===== src/rtl/bitwise_logic_unit.sv =====
// Registered WIDTH-bit two-operand logic unit with valid/ready on both sides,
// an optional accumulator that can stand in for operand A, and result flags.

module bitwise_logic_unit #(
    parameter int unsigned      WIDTH    = 8,
    parameter logic [WIDTH-1:0] ACC_INIT = {WIDTH{1'b1}}
) (
    input  logic             clk_i,
    input  logic             rst_i,
    // operand side
    input  logic             in_valid_i,
    output logic             in_ready_o,
    input  logic [WIDTH-1:0] in_a_i,
    input  logic [WIDTH-1:0] in_b_i,
    input  logic [2:0]       in_op_i,
    input  logic             in_acc_i,
    input  logic             acc_clr_i,
    // result side
    output logic             out_valid_o,
    input  logic             out_ready_i,
    output logic [WIDTH-1:0] out_res_o,
    output logic             out_zero_o,
    output logic             out_ones_o,
    output logic             out_par_o,
    output logic [WIDTH-1:0] acc_q_o
);

    typedef enum logic [2:0] {
        OpAnd   = 3'd0,
        OpOr    = 3'd1,
        OpXor   = 3'd2,
        OpNand  = 3'd3,
        OpNor   = 3'd4,
        OpXnor  = 3'd5,
        OpAndn  = 3'd6,
        OpPassA = 3'd7
    } op_e;

    logic             out_valid_q, out_valid_d;
    logic [WIDTH-1:0] out_res_q, out_res_d;
    logic             out_zero_q, out_zero_d;
    logic             out_ones_q, out_ones_d;
    logic             out_par_q, out_par_d;
    logic [WIDTH-1:0] acc_q, acc_d;

    logic             accept;
    logic [WIDTH-1:0] acc_eff;
    logic [WIDTH-1:0] opnd_a;
    logic [WIDTH-1:0] result;
    op_e              op;

    assign in_ready_o = ~out_valid_q | out_ready_i;
    assign accept     = in_valid_i & in_ready_o;
    assign op         = op_e'(in_op_i);

    // A same-edge clear is applied before the accumulator is used as operand A.
    assign acc_eff = acc_clr_i ? ACC_INIT : acc_q;
    assign opnd_a  = in_acc_i ? acc_eff : in_a_i;

    always_comb begin
        result = '0;
        unique case (op)
            OpAnd:   result = opnd_a & in_b_i;
            OpOr:    result = opnd_a | in_b_i;
            OpXor:   result = opnd_a ^ in_b_i;
            OpNand:  result = ~(opnd_a & in_b_i);
            OpNor:   result = ~(opnd_a | in_b_i);
            OpXnor:  result = ~(opnd_a ^ in_b_i);
            OpAndn:  result = opnd_a & ~in_b_i;
            OpPassA: result = opnd_a;
            default: result = '0;
        endcase
    end

    always_comb begin
        out_valid_d = out_valid_q;
        out_res_d   = out_res_q;
        out_zero_d  = out_zero_q;
        out_ones_d  = out_ones_q;
        out_par_d   = out_par_q;
        acc_d       = acc_q;

        if (accept) begin
            out_valid_d = 1'b1;
            out_res_d   = result;
            out_zero_d  = (result == '0);
            out_ones_d  = (result == {WIDTH{1'b1}});
            out_par_d   = ^result;
        end else if (out_valid_q && out_ready_i) begin
            out_valid_d = 1'b0;
        end

        if (accept && in_acc_i) begin
            acc_d = result;
        end else if (acc_clr_i) begin
            acc_d = ACC_INIT;
        end
    end

    always_ff @(posedge clk_i) begin
        if (rst_i) begin
            out_valid_q <= 1'b0;
            out_res_q   <= '0;
            out_zero_q  <= 1'b1;
            out_ones_q  <= 1'b0;
            out_par_q   <= 1'b0;
            acc_q       <= ACC_INIT;
        end else begin
            out_valid_q <= out_valid_d;
            out_res_q   <= out_res_d;
            out_zero_q  <= out_zero_d;
            out_ones_q  <= out_ones_d;
            out_par_q   <= out_par_d;
            acc_q       <= acc_d;
        end
    end

    assign out_valid_o = out_valid_q;
    assign out_res_o   = out_res_q;
    assign out_zero_o  = out_zero_q;
    assign out_ones_o  = out_ones_q;
    assign out_par_o   = out_par_q;
    assign acc_q_o     = acc_q;

endmodule


===== config.mk =====
export PLATFORM = sky130hd
export DESIGN_NAME = bitwise_logic_unit
export DESIGN_NICKNAME = d
export VERILOG_FILES = /design/src/rtl/bitwise_logic_unit.sv
export SDC_FILE = /design/constraint.sdc
export NUM_CORES = 1
export LEC_CHECK = 0
export CORE_ASPECT_RATIO = 0.5
export CORE_UTILIZATION = 40
export DETAILED_ROUTE_END_ITERATION = 16
export GPL_TIMING_DRIVEN = 0
export HOLD_SLACK_MARGIN = 0.06
export PLACE_DENSITY = 0.72
export SETUP_SLACK_MARGIN = 0.05
export SYNTH_ARGS = -nofsm -noshare
export SYNTH_HDL_FRONTEND = slang
export SYNTH_SLANG_ARGS = --single-unit

===== constraint.sdc =====
create_clock -name clk_i -period 4.17 [get_ports clk_i]
set_input_delay 0.834 -clock clk_i [delete_from_list [all_inputs] [get_ports clk_i]]
set_output_delay 0.834 -clock clk_i [all_outputs]
set_load 0.005 [all_outputs]

## After elaboration in Yosys (flattened, before gate mapping)

Cells that the tools add are included.
Widths: inputs -> output; s select.

- Add/sub/neg operators: 0
- $mul: 0
- Divide/modulo/power cells: 0
- Magnitude comparators: 0
- Equality and inequality tests: 8
- Shift-type cells: 0
- Multiplexer cells: 6
- Bitwise operators: 11
- Reduce and logical (&&, ||, !) cells: 6

Operators by type and width:

| operator | count |
|---|---|
| $pmux 8 s8 | 1 |
| $not 8->8 | 4 |
| $mux 8 | 3 |
| $and 8x8->8 | 2 |
| $eq 3x3->1 const B | 4 |
| $eq 8x8->1 const B | 1 |
| $logic_not 8->1 | 1 |
| $or 8x8->8 | 1 |
| $reduce_xor 8->1 | 1 |
| $xor 8x8->8 | 1 |
| $eq 3x2->1 const B | 2 |
| $eq 3x1->1 const B | 1 |
| $logic_not 3->1 | 1 |
| $logic_and 1x1->1 | 2 |
| $mux 1 | 2 |
| $reduce_bool 2->1 | 1 |
| $and 1x1->1 | 1 |
| $not 1->1 | 1 |
| $or 1x1->1 | 1 |

- Register bits: 20
- Latch bits: 0
- Bits in writable memories: 0
- Bits in read-only memories: 0
- Bits of input ports: 25
- Output and inout port bits: 21
- Logic and storage cells: 37
- Memories kept: 0

## Depth between registers and ports, before layout

- Word-level depth: 6
- Mapped depth: 13
- Depth with buffers taken out: 12

## Worst setup path before layout

No wires, ideal clock.

- Path kind: input to register
- Start point: input port in_acc_i
- End point: register out_par_q, in the netlist out_par_o
- Setup time: 86 ps
- Arrival time: 3185 ps
- Required time: 4084 ps
- Setup slack: 899 ps
- Cell stages on the path: 12
- Buffers on the path: 2
- Cell sequence: buf_2 buf_2 a21o_1 inv_1 ha_1 or2_0 mux4_2 o211a_2 ha_1 xnor2_1 xnor2_1 a211oi_1

- Longest elaborated chain between the ends: 5
- Elaborated cells on any way between the ends: 10
- Classes of those cells: 2 x mux; 7 x bitwise; 1 x reduce/logical

Ends and longest elaborated chain:

| item | line | RTL |
|---|---|---|
| start, declared | 16 | `input logic in_acc_i,` |
| $mux 8 (*) | 58 | `assign opnd_a = in_acc_i ? acc_eff : in_a_i;` |
| $xor 8x8->8, or another cell as far along | 65, 68 |  |
| $not 8->8 (on tied branches) | 68, 66, 67 |  |
| $pmux 8 s8 (*) | 62 | `unique case (op)` |
| $reduce_xor 8->1 (*) | 88 | `out_par_d = ^result;` |
| end signal, assigned | 113 | `out_par_q <= out_par_d;` |
| end, declared | 43 | `logic out_par_q, out_par_d;` |

Every way passes the cells marked *; elsewhere a longest branch is shown, timed or not.
A chain may end at the register's enable or synchronous reset.

## Final worst setup path

Same ends and word-level chain as after synthesis.

==> impl_metrics.csv <==
group,metric,value,unit
setup_path,crit_buf_inv,2,
floorplanning,start_util,42.6,%
clock_network,clkLatencyLatePin,0.26,ns
clock_network,tritoncts,"built",
timing,period_share,94.1,%
route,vias_per_cell,5.59,
yosys,synth-simple-area-share,20.5,%
setup_path,reg2regPathDepth,11,
clock_network,clock_path_buffers,2,
setup_path,startpoint,"in_acc_i",
yosys,synthMuxAreaShare,8.40,%
route,firstDrtPassIters,5,
yosys,synth.most_common_cell,"ha_1",
setup_path,path_max_fanout,10,
floorplanning,core_area,0.00507,mm2
yosys,yosys-top-cells-area,"dfxtp_1, ha_1, inv_1",
place,dp.cells,373,
cells_and_area,drive_above_1_share,11.1,%
floorplanning,die_y,54.0,um
setup_path,path_depth,13,
setup_path,required,4.35,ns
route,ant_nets,0,
setup_path,cp_slowest_cell,"clkdlybuf4s50_1",
setup_path,critical_path_arrival,4.10,ns
timing,fin_setup_tns,0,ns
clock_network,cts_max_level,1,
floorplanning,pin_count,46,
yosys,syn_nets,316,
cells_and_area,antenna_cells,0,
cells_and_area,areaGrowthSynthToFinish,26.3,%
hold_path,hold_path_depth,2,
route,drt-initial-drc-count,150,
flow_run,cap_violations,0,
clock_network,clock-sinks,20,
pwr,p_leak,1.20,nW
yosys,synth_xor_xnor_area_share,1.22,%
yosys,synth_top_area_cell,"dfxtp_1",
place,gp_congestion,0.803,
floorplanning,die_area,0.00572,mm2
yosys,ys_types,49,
yosys,synth_area_per_cell,8.34,um2
setup_path,worst_setup_path_end_kind,"flop",
pwr,powerDensity,224,mW/mm2
timing,rsz0062_at_grt,"no",
clock_network,cts_root_buffer,"clkbuf_8",
clock_network,cts_setup_buffers,0,
place,io_buffers,44,
timing,setup_viol,0,
hold_path,hp-class,"reg -> reg",
global_route,grt_pass1_vias,1953,
timing,relSlewSlack,52.0,%
setup_path,r2r-end,"out_par_o",
yosys,synth_top_family_by_area,"compound AO/OA/AOI/OAI gates",
cells_and_area,nets,365,
global_route,grtUsageTotal,21.3,%
yosys,synth_area,0.00216,mm2
yosys,ys_ff_latch,20,
timing,hold_viol,0,
setup_path,cp-start-kind,"input pin",
setup_path,criticalPathCategory,"in -> reg",
timing,skew,0.00320,ns
yosys,yosysSeqAreaShare,18.5,%
setup_path,r2r_slack,1.15,ns
cells_and_area,fin_cells,376,
route,num_vias,2101,
clock_network,clkTransAtPathRegs,0.07,ns
yosys,synth_compound_area_share,23.4,%
global_route,grt_max_degree,11,
pwr,vdd_drop_max,0.116,mV
route,drc,0,
yosys,synthAdderAreaFrac,18.5,%
yosys,synth_cells,259,
timing,tightest_slew,0.713,ns
timing,fmax,255,MHz
setup_path,path_cells,"clkdlybuf4s50_1 > buf_2 > nor2_1 > a21oi_1 > ha_1 > mux2_2 > o211ai_1 > a31oi_1 > or2_2 > ha_1 > xnor2_1 > xnor2_1 > a211oi_1",
timing,fin_crit,3.92,ns
yosys,synth-main-ff-cell,"dfxtp_1",
clock_network,cts_hold_buf,0,
setup_path,cpLargestDelayFamily,"compound AO/OA/AOI/OAI gates",
global_route,grt_remaining_overflow,0,
floorplanning,std_cell_rows,18,
status,outcome,"finished, final reports clean",
timing,slew_viol_final,0,
route,wl_per_cell,15.3,um
yosys,synth-async-reset-ratio,0,%
yosys,synth_top_area_share,18.5,%
place,post-dp-hpwl,4.63,mm
clock_network,ctsResizeCount,0,
setup_path,critPathMaxStageDelay,0.53,ns
global_route,grt_pass1_wl,9.42,mm
clock_network,numCtsBuffers,3,
yosys,yosys_warnings,0,
yosys,synth_common_cells,"ha_1, inv_1, dfxtp_1",
floorplanning,die_w,106,um
global_route,grt_antenna_before_repair,0,
setup_path,cp-endpoint,"out_par_o",
yosys,synth-edff-count,0,
route,wl,5.76,mm
setup_path,r2r_start,"acc_q_o[7]",
-- through the flow --
stage,total power [mW],hold slack (ns),worst slack [ns],area (um2),util (%)
after floorplan,0.385,0.442,0.899,2160,-
after global placement,0.474,0.445,0.102,2690,53.1
after detailed placement,0.485,0.451,0.00158,2690,53.1
after CTS,0.611,0.461,0.254,2730,53.9
after global routing,0.652,0.504,0.0913,2730,53.9
final,0.610,0.454,0.245,2730,53.9
-- placed cells by master (no fill, tap or decap), types with 4 or more instances in the layout --
master	count
nand2b_1	4
nor4_1	4
buf_2	7
o211ai_1	6
dfxtp_1	20
nand3_1	8
ha_1	32
a211o_1	5
nor2b_1	4
mux2i_1	8
nand2_1	10
and2_1	5
nor2_1	19
inv_1	26
or2b_1	4
o21ai_0	11
clkdlybuf4s50_1	44
and3_1	4
nand3b_1	6
a32oi_1	5
a21oi_1	8
-- how the worst min path moves through the flow --
stage | slack (ns) | from | endpoint
final | 0.45 | out_ones_o | out_ones_o
after floorplan | 0.44 | out_ones_o | out_ones_o
after detailed placement | 0.45 | out_ones_o | out_ones_o
after CTS | 0.46 | out_ones_o | out_ones_o
after global routing | 0.50 | out_ones_o | out_ones_o
after global placement | 0.45 | out_ones_o | out_ones_o
-- flip-flops by register name, summed over array words and instances (netlist names) --
register / flops
out_res_o: 8
out_zero_o: 1
acc_q_o: 8
out_par_o: 1
out_ones_o: 1
out_valid_o: 1
-- per-layer routing --
layer	up-vias	global-route usage [%]	share of wire [%]
met5	-	0	0
met4	0	6.48	0.73
met3	4	1.21	6.1
met2	67	35.4	44
li1	1026	-	-
met1	1004	30.1	49
-- worst register-to-register path: stages (launching register included) --
cell and delay (ns):
dfxtp_1 0.37, nor2_1 0.06, a21oi_1 0.35, ha_1 0.32, or3b_2 0.43, a21oi_1 0.16
a221oi_1 0.12, or2_2 0.35, ha_1 0.30, xnor2_1 0.14, xnor2_1 0.13, a211oi_1 0.22
-- cells by family (layout without fill, tap and decap cells) --
family / Yosys count / after routing
and+or+nand+nor: 81 / 81
muxes: 14 / 14
xor gates and xnor gates: 3 / 3
DFF: 20 / 20
buffers and inverters: 43 / 90
AOI/OAI and AO/OA: 66 / 66
adders and majority gates: 32 / 32
-- area by class of cell --
cell class,instances,area [um2]
timing repair buffer,44,440
inverter,26,97.6
fill,480,2340
tap,70,87.6
buffer,17,106
clock buffer,3,41.3
multi-input combinational,196,1560
sequential,20,400
-- report_power, final --
part	switching (mW)	leakage, nW	internal [mW]
clock	0.0622	0.0216	0.0643
combinational	0.133	1.01	0.136
sequential	0.00804	0.165	0.206
Power figures use the tool's default switching activity.
